[src/rtl/serial_magnitude_comparator.sv]
// Bit-serial magnitude comparator: parallel-loads two operands on start, then
// compares one bit pair per clock (LSB- or MSB-first, unsigned or signed).
module serial_magnitude_comparator #(
   parameter int WIDTH      = 32,
   parameter bit EARLY_EXIT = 1'b1
) (
   input  logic             clk,
   input  logic             rst,
   input  logic             start,
   input  logic [WIDTH-1:0] a_in,
   input  logic [WIDTH-1:0] b_in,
   input  logic             signed_mode,
   input  logic             msb_first,
   output logic             busy,
   output logic             done,
   output logic             L,
   output logic             E,
   output logic             G
);

   localparam int CW = $clog2(WIDTH);
   localparam logic [CW-1:0] LAST = CW'(WIDTH - 1);

   typedef enum logic [1:0] {S_IDLE, S_RUN, S_DONE} state_t;
   typedef enum logic [1:0] {R_EQ, R_LT, R_GT} res_t;

   state_t           r_state;
   state_t           w_next;
   logic [WIDTH-1:0] r_a;
   logic [WIDTH-1:0] r_b;
   logic             r_signed;
   logic             r_msb;
   logic [CW-1:0]    r_cnt;
   res_t             r_res;
   res_t             w_res;
   res_t             w_bit_res;
   logic             r_l;
   logic             r_e;
   logic             r_g;
   logic             w_a_bit;
   logic             w_b_bit;
   logic             w_sign_bit;
   logic             w_diff;
   logic             w_last;

   assign w_a_bit    = r_msb ? r_a[WIDTH-1] : r_a[0];
   assign w_b_bit    = r_msb ? r_b[WIDTH-1] : r_b[0];
   // Sign bit is consumed first when MSB-first, last when LSB-first.
   assign w_sign_bit = r_msb ? (r_cnt == '0) : (r_cnt == LAST);
   assign w_diff     = w_a_bit ^ w_b_bit;
   assign w_bit_res  = (w_a_bit ^ (r_signed & w_sign_bit)) ? R_GT : R_LT;
   assign w_last     = (r_cnt == LAST) || (EARLY_EXIT && r_msb && w_diff);

   always_comb begin
      w_res = r_res;
      if (w_diff && (!r_msb || r_res == R_EQ))
         w_res = w_bit_res;
   end

   always_ff @(posedge clk or negedge rst) begin
      if (!rst)
         r_state <= S_IDLE;
      else
         r_state <= w_next;
   end

   always_comb begin
      w_next = r_state;
      case (r_state)
         S_IDLE:  if (start) w_next = S_RUN;
         S_RUN:   if (w_last) w_next = S_DONE;
         S_DONE:  w_next = S_IDLE;
         default: w_next = S_IDLE;
      endcase
   end

   always_comb begin
      busy = (r_state != S_IDLE);
      done = (r_state == S_DONE);
   end

   always_ff @(posedge clk or negedge rst) begin
      if (!rst) begin
         r_a      <= '0;
         r_b      <= '0;
         r_signed <= 1'b0;
         r_msb    <= 1'b0;
         r_cnt    <= '0;
         r_res    <= R_EQ;
         r_l      <= 1'b0;
         r_e      <= 1'b0;
         r_g      <= 1'b0;
      end else begin
         case (r_state)
            S_IDLE: begin
               if (start) begin
                  r_a      <= a_in;
                  r_b      <= b_in;
                  r_signed <= signed_mode;
                  r_msb    <= msb_first;
                  r_cnt    <= '0;
                  r_res    <= R_EQ;
                  r_l      <= 1'b0;
                  r_e      <= 1'b0;
                  r_g      <= 1'b0;
               end
            end
            S_RUN: begin
               if (r_msb) begin
                  r_a <= {r_a[WIDTH-2:0], 1'b0};
                  r_b <= {r_b[WIDTH-2:0], 1'b0};
               end else begin
                  r_a <= {1'b0, r_a[WIDTH-1:1]};
                  r_b <= {1'b0, r_b[WIDTH-1:1]};
               end
               r_res <= w_res;
               if (w_last) begin
                  r_l <= (w_res == R_LT);
                  r_e <= (w_res == R_EQ);
                  r_g <= (w_res == R_GT);
               end else begin
                  r_cnt <= r_cnt + 1'b1;
               end
            end
            default: ;
         endcase
      end
   end

   assign L = r_l;
   assign E = r_e;
   assign G = r_g;

endmodule
[config.mk]
export PLATFORM = sky130hd
export DESIGN_NAME = serial_magnitude_comparator
export DESIGN_NICKNAME = d
export VERILOG_FILES = /design/src/rtl/serial_magnitude_comparator.sv
export SDC_FILE = /design/constraint.sdc
export NUM_CORES = 1
export LEC_CHECK = 0
export CORE_AREA = 10 10 131 133
export DETAILED_ROUTE_END_ITERATION = 10
export DIE_AREA = 0 0 141 143
export REMOVE_ABC_BUFFERS = 1
export SLEW_MARGIN = 5
export SYNTH_ARGS = -nofsm -noshare
export SYNTH_HDL_FRONTEND = slang
export SYNTH_SLANG_ARGS = --single-unit
export TNS_END_PERCENT = 30
[constraint.sdc]
create_clock -name clk -period 3.93 [get_ports clk]
set_input_delay 0.5895 -clock clk [delete_from_list [all_inputs] [get_ports clk]]
set_output_delay 0.5895 -clock clk [all_outputs]
set_load 0.02 [all_outputs]
# After elaboration in Yosys (flattened, before gate mapping)

Index checks and enable logic that the tools add are counted.

Word-level logic and storage cells: 64
Output and inout bits: 5
Register bits: 78

$add $sub $neg: 1
Reduce and logical (&&, ||, !) cells: 16
Mux-type cells: 26
Bitwise operators: 3
Eq/ne operators: 8

Operator list:

| kind                  | number |
|---|---|
| $mux W32              | 4 |
| $pmux W32 S2          | 2 |
| $mux W2               | 5 |
| $mux W5               | 2 |
| $pmux W5 S2           | 1 |
| $pmux W2 S2           | 2 |
| $mux W1               | 7 |
| $logic_not A2 Y1      | 3 |
| $ne A2 B2 Y1 const B  | 3 |
| $pmux W1 S2           | 3 |
| $reduce_and A2 Y1     | 3 |
| $reduce_and A3 Y1     | 2 |
| $add A5 B1 Y5 const B | 1 |
| $eq A5 B5 Y1 const B  | 1 |
| $logic_not A5 Y1      | 1 |
| $eq A2 B1 Y1 const B  | 2 |
| $eq A2 B2 Y1 const B  | 2 |
| $reduce_bool A2 Y1    | 2 |
| $logic_and A1 B1 Y1   | 2 |
| $logic_or A1 B1 Y1    | 2 |
| $xor A1 B1 Y1         | 2 |
| $and A1 B1 Y1         | 1 |
| $logic_not A1 Y1      | 1 |

# Depth between registers and ports, before layout

Depth in word-level cells: 9
Gate-level depth with buffers: 8
Mapped depth without buffers: 8

# Least setup slack after synthesis

No wires, ideal clock.

Path kind: flip-flop to flip-flop
Start: register r_cnt[0]
End: register r_l, in the netlist L
Path slack: 2,098 ps
Arrival: 1,752 ps
Cell stages (with the launch flop): 9
Data required time: 3,851 ps
Setup time: 79 ps
Clock period less this slack: 1,832 ps
Path through: dfrtp_1 -> ha_1 -> and3_2 -> ha_1 -> o21ai_0 -> a21oi_2 -> mux2_4 -> o31a_2 -> mux2i_1

Cells in the longest elaborated chain, start to end: 9

Ends and longest elaborated chain:

| item                                                    | RTL line | source |
|---|---|---|
| start: declaration                                      | 33       | `logic [CW-1:0] r_cnt;` |
| start signal: assignment                                | 122      | `r_cnt <= r_cnt + 1'b1;` |
| $eq A5 B5 Y1 / $logic_not A5 Y1 (equally long branches) | 49, 52   |  |
| $mux W1                                                 | 49       | `assign w_sign_bit = r_msb ? (r_cnt == '0) : (r_cnt == LAST);` |
| $and A1 B1 Y1                                           | 51       | `assign w_bit_res = (w_a_bit ^ (r_signed & w_sign_bit)) ? R_GT : R_LT;` |
| $xor A1 B1 Y1                                           | 51       |  |
| $mux W2                                                 | 51       |  |
| $mux W2                                                 | 56       | `if (w_diff && (!r_msb \|\| r_res == R_EQ))` |
| $eq A2 B1 Y1                                            | 118      | `r_l <= (w_res == R_LT);` |
| $mux W1                                                 | 117      | `if (w_last) begin` |
| $pmux W1 S2                                             | 94       | `case (r_state)` |
| end signal: assignment                                  | 118      |  |
| end: declaration                                        | 37       | `logic r_l;` |

Several ways; a longest one is shown, not always the timed one. The select of a mux whose other input is x is not followed.
A chain may end at the register's enable or synchronous reset.

# Worst setup path in the final report

Start: register r_state[0]
End: output busy

Cells in the longest elaborated chain, start to end: 1

Ends and longest elaborated chain:

| item                     | RTL line | source |
|---|---|---|
| start: declaration       | 27       | `state_t r_state;` |
| start signal: assignment | 64       | `r_state <= w_next;` |
| $reduce_bool A2 Y1       | 78       | `busy = (r_state != S_IDLE);` |
| end: declaration         | 14       | `output logic busy,` |

No other way between the ends.

==> summary.md <==
| Metric | Value |
|---|---|
| Status | finished clean |
| Starting DRT DRC Count | approximately 230 |
| # rows | 44 |
| Final hold violation count | 0 |
| PortBufs | 73 |
| MaxCap Viol Count | 0 |
| Area grow syn2layout | 26.1% |
| Initial antenna violation count | 0 |
| Slew headroom | a little under a third |
| Largest net degree at the start of global routing | 121 |
| Crit path launch type | flop |
| Fin Setup TNS | 0 ns |
| PostCTS Resize Cnt | 0 |
| Starting Density | between 20% and 30% |
| RSZ-0062 raised after global routing | no |
| Async set-or-reset flop fraction in the synthesized netlist | 100% |
| Unique masters post-synth | 37 |
| Yosys warning total | 0 |
| Worst setup path class | reg -> out |
| H-Tree Depth | 3 |
| CP bufs+invs | 2 |
| First-pass GRT wire length | ~17 mm |
| Routed wire length | roughly 10 mm |
| Hold Path Class | in -> async |
| Avg Vias per Cell | 4.74 |
| DRC Markers | 0 |
| Count of flip-flops with a built-in enable after synthesis | 0 |
| Synth Instances | 498 |
| 1st-pass router iterations | 4 |
| Finish-stage setup viols | 0 |
| Worst path top cell family by delay | buffers and inverters |
| # diodes | 0 |
| Via count | 3487 |
| Maximum root-to-sink buffer count | 2 |
| Post-CTS Hold Fix Bufs | 0 |
| CP max-delay cell | clkdlybuf4s50_1 |
| Clock latency on the worst-skew pair | around 0.34 ns |
| Chip Height | roughly 140 um |
| Nets | slightly above 600 |
| CTS tree | done |
| Syn Area/Cell | about 8.6 sq um |
| Gp weighted congestion | around 0.74 |
| Die width | about 140 um |
| Clock root cell | clkbuf_16 |
| Worst Path Max Fanout | 5 |
| Main synth FF type | dfrtp_1 |
| VDD IR max | between 0.0004 and 0.0005 V |
| Post-DP HPWL | between 6 and 7 mm |
| CP arrival | around 1.6 ns |
| Crit path cell chain | nor2_1, inv_1, clkdlybuf4s50_1 |
| Pre-CTS setup slack | 1.51 ns |
| Gr ovfl total | 0 |
| Sequential share of the synthesized area | 45.6% |
| Skew final | ~0.0054 ns |
| Final Cycle Share | roughly 55% |
| Yosys top cell by area | dfrtp_1 |
| Final ANT Viol Nets | 0 |
| # IOs | 74 |
| #FFs+latches synth | 78 |
| Fin util | 37.4% |
| CTS buffer count | 9 |
| Post-CTS setup repair buffer count | 0 |
| CORE AREA | approximately 14000 sq um |
| Reg clk slew, reported paths | approximately 0.060 ns |
| Synth Cell Area | about 4300 sq um |
| Gr usage total | roughly a tenth |
| Pwr dens | about 840 nW/um^2 |
| Post-DR wirelength/cell | around 14 um |
| Clk sink count | just under 80 |
| Worst path required time | ~3.3 ns |
| Share of cells above drive strength 1 | under 10% |
| Post-synth top cells | dfrtp_1 (78), nand2_1 (78), o21ai_0 (69) |
| Die area | just over 20000 sq um |
| Slew Limit Fails | 0 |
| Leakage power | 0.00226 uW |
| Crit. End Element | primary output |
| Fmax | 460 MHz |
| Post-synth top area share | 45.6% |
| Worst-Margin Slew | approximately 1 ns |
| Final Worst Setup Slack | 1.76 ns |
| PnR Total Power | around 4500 uW |
| Top cells by area, synth | dfrtp_1 (46%), mux2i_1 (14%), o21ai_0 (8.1%), a21oi_1 (7.6%), nand2_1 (6.8%) |
| Crit-path max cell delay | a little under 0.6 ns |
| Final min period | 2.17 ns |
| Vias in the first global route | ~3400 |
-- per-stage QoR --
step | instances | hold WS [ns] | cell area [sq um]
after floorplan | 461 | 0.294 | 4130
after detailed placement | 721 | 0.478 | 5130
after CTS | 736 | 0.472 | 5400
final | 736 | 0.406 | 5400
after global placement | 721 | 0.472 | 5130
after global routing | 736 | 0.505 | 5400
-- routing by layer --
layer  track usage, %  vias up  part of all wire (%)  wire (um)
met5                0        -                     0          0
met4             4.40        0                   1.7        173
met3             3.02       12                   4.6        483
met2             16.0       63                    44       4650
met1             13.4     1608                    49       5160
li1                 -     1804                     -          -
-- power by group --
part / switching (uW) / total, uW / internal [uW]
clock: 315 / 773 / 458
sequential: 423 / 1630 / 1200
combinational: 1190 / 2110 / 922
-- state kept, by name (all words and copies together) (netlist names) --
| signal | flops |
|---|---|
| r_a | 32 |
| G | 1 |
| L | 1 |
| r_msb | 1 |
| r_state | 2 |
| r_res | 2 |
| r_signed | 1 |
| r_b | 32 |
| r_cnt | 5 |
| E | 1 |
-- cell families (layout without fill, tap and decap cells) --
logic type | Yosys count | count (layout) | share of synthesized area, %
adders and majority gates | 3 | 3 | 0.877
DFF | 78 | 78 | 45.6
muxes | 62 | 62 | 14.6
xor gates and xnor gates | 4 | 4 | 0.819
and+or+nand+nor | 159 | 159 | 15.2
AOI/OAI and AO/OA | 149 | 149 | 18.7
buffers and inverters | 43 | 97 | 4.12
-- area by class of cell --
cell class                      instances  area (sq um)
Clock inverter                          1          5.00
Inverter                                6          22.5
Sequential cell                        78          1960
Tap cell                              184           230
Fill cell                            1479          9030
Multi-Input combinational cell        377          2170
Timing Repair Buffer                   76           751
Clock buffer                           14           264
-- cell usage in the layout, fill, tap and decap left out, types with 2 or more instances in the layout --
cell	count
clkbuf_1	3
mux2i_1	61
clkbuf_16	9
xor2_1	3
nand3_1	2
inv_1	6
clkdlybuf4s50_1	72
buf_4	4
a31oi_1	4
dfrtp_1	77
a21oi_1	65
o21ai_0	69
ha_1	3
nor3b_1	2
and2_1	2
o2bb2ai_1	2
and3b_1	2
nand2_1	78
nor2_1	66
clkbuf_8	2
-- worst paths after layout --
path	endpoint	cells past startpoint	slack, ns	startpoint
min reg2reg	G$_DFFE_PN0P_	1	0.49	G$_DFFE_PN0P_
max in group asynchronous	r_msb$_DFFE_PN0P_	1	2.73	rst
min	E$_DFFE_PN0P_	1	0.41	rst
max	busy	3	1.76	r_state[0]$_DFFE_PN0P_
min in group clk	G$_DFFE_PN0P_	1	0.49	G$_DFFE_PN0P_
max reg2reg	r_a[28]$_DFFE_PN0P_	5	1.77	r_msb$_DFFE_PN0P_
No activity file was read; power rests on OpenSTA's default activity.
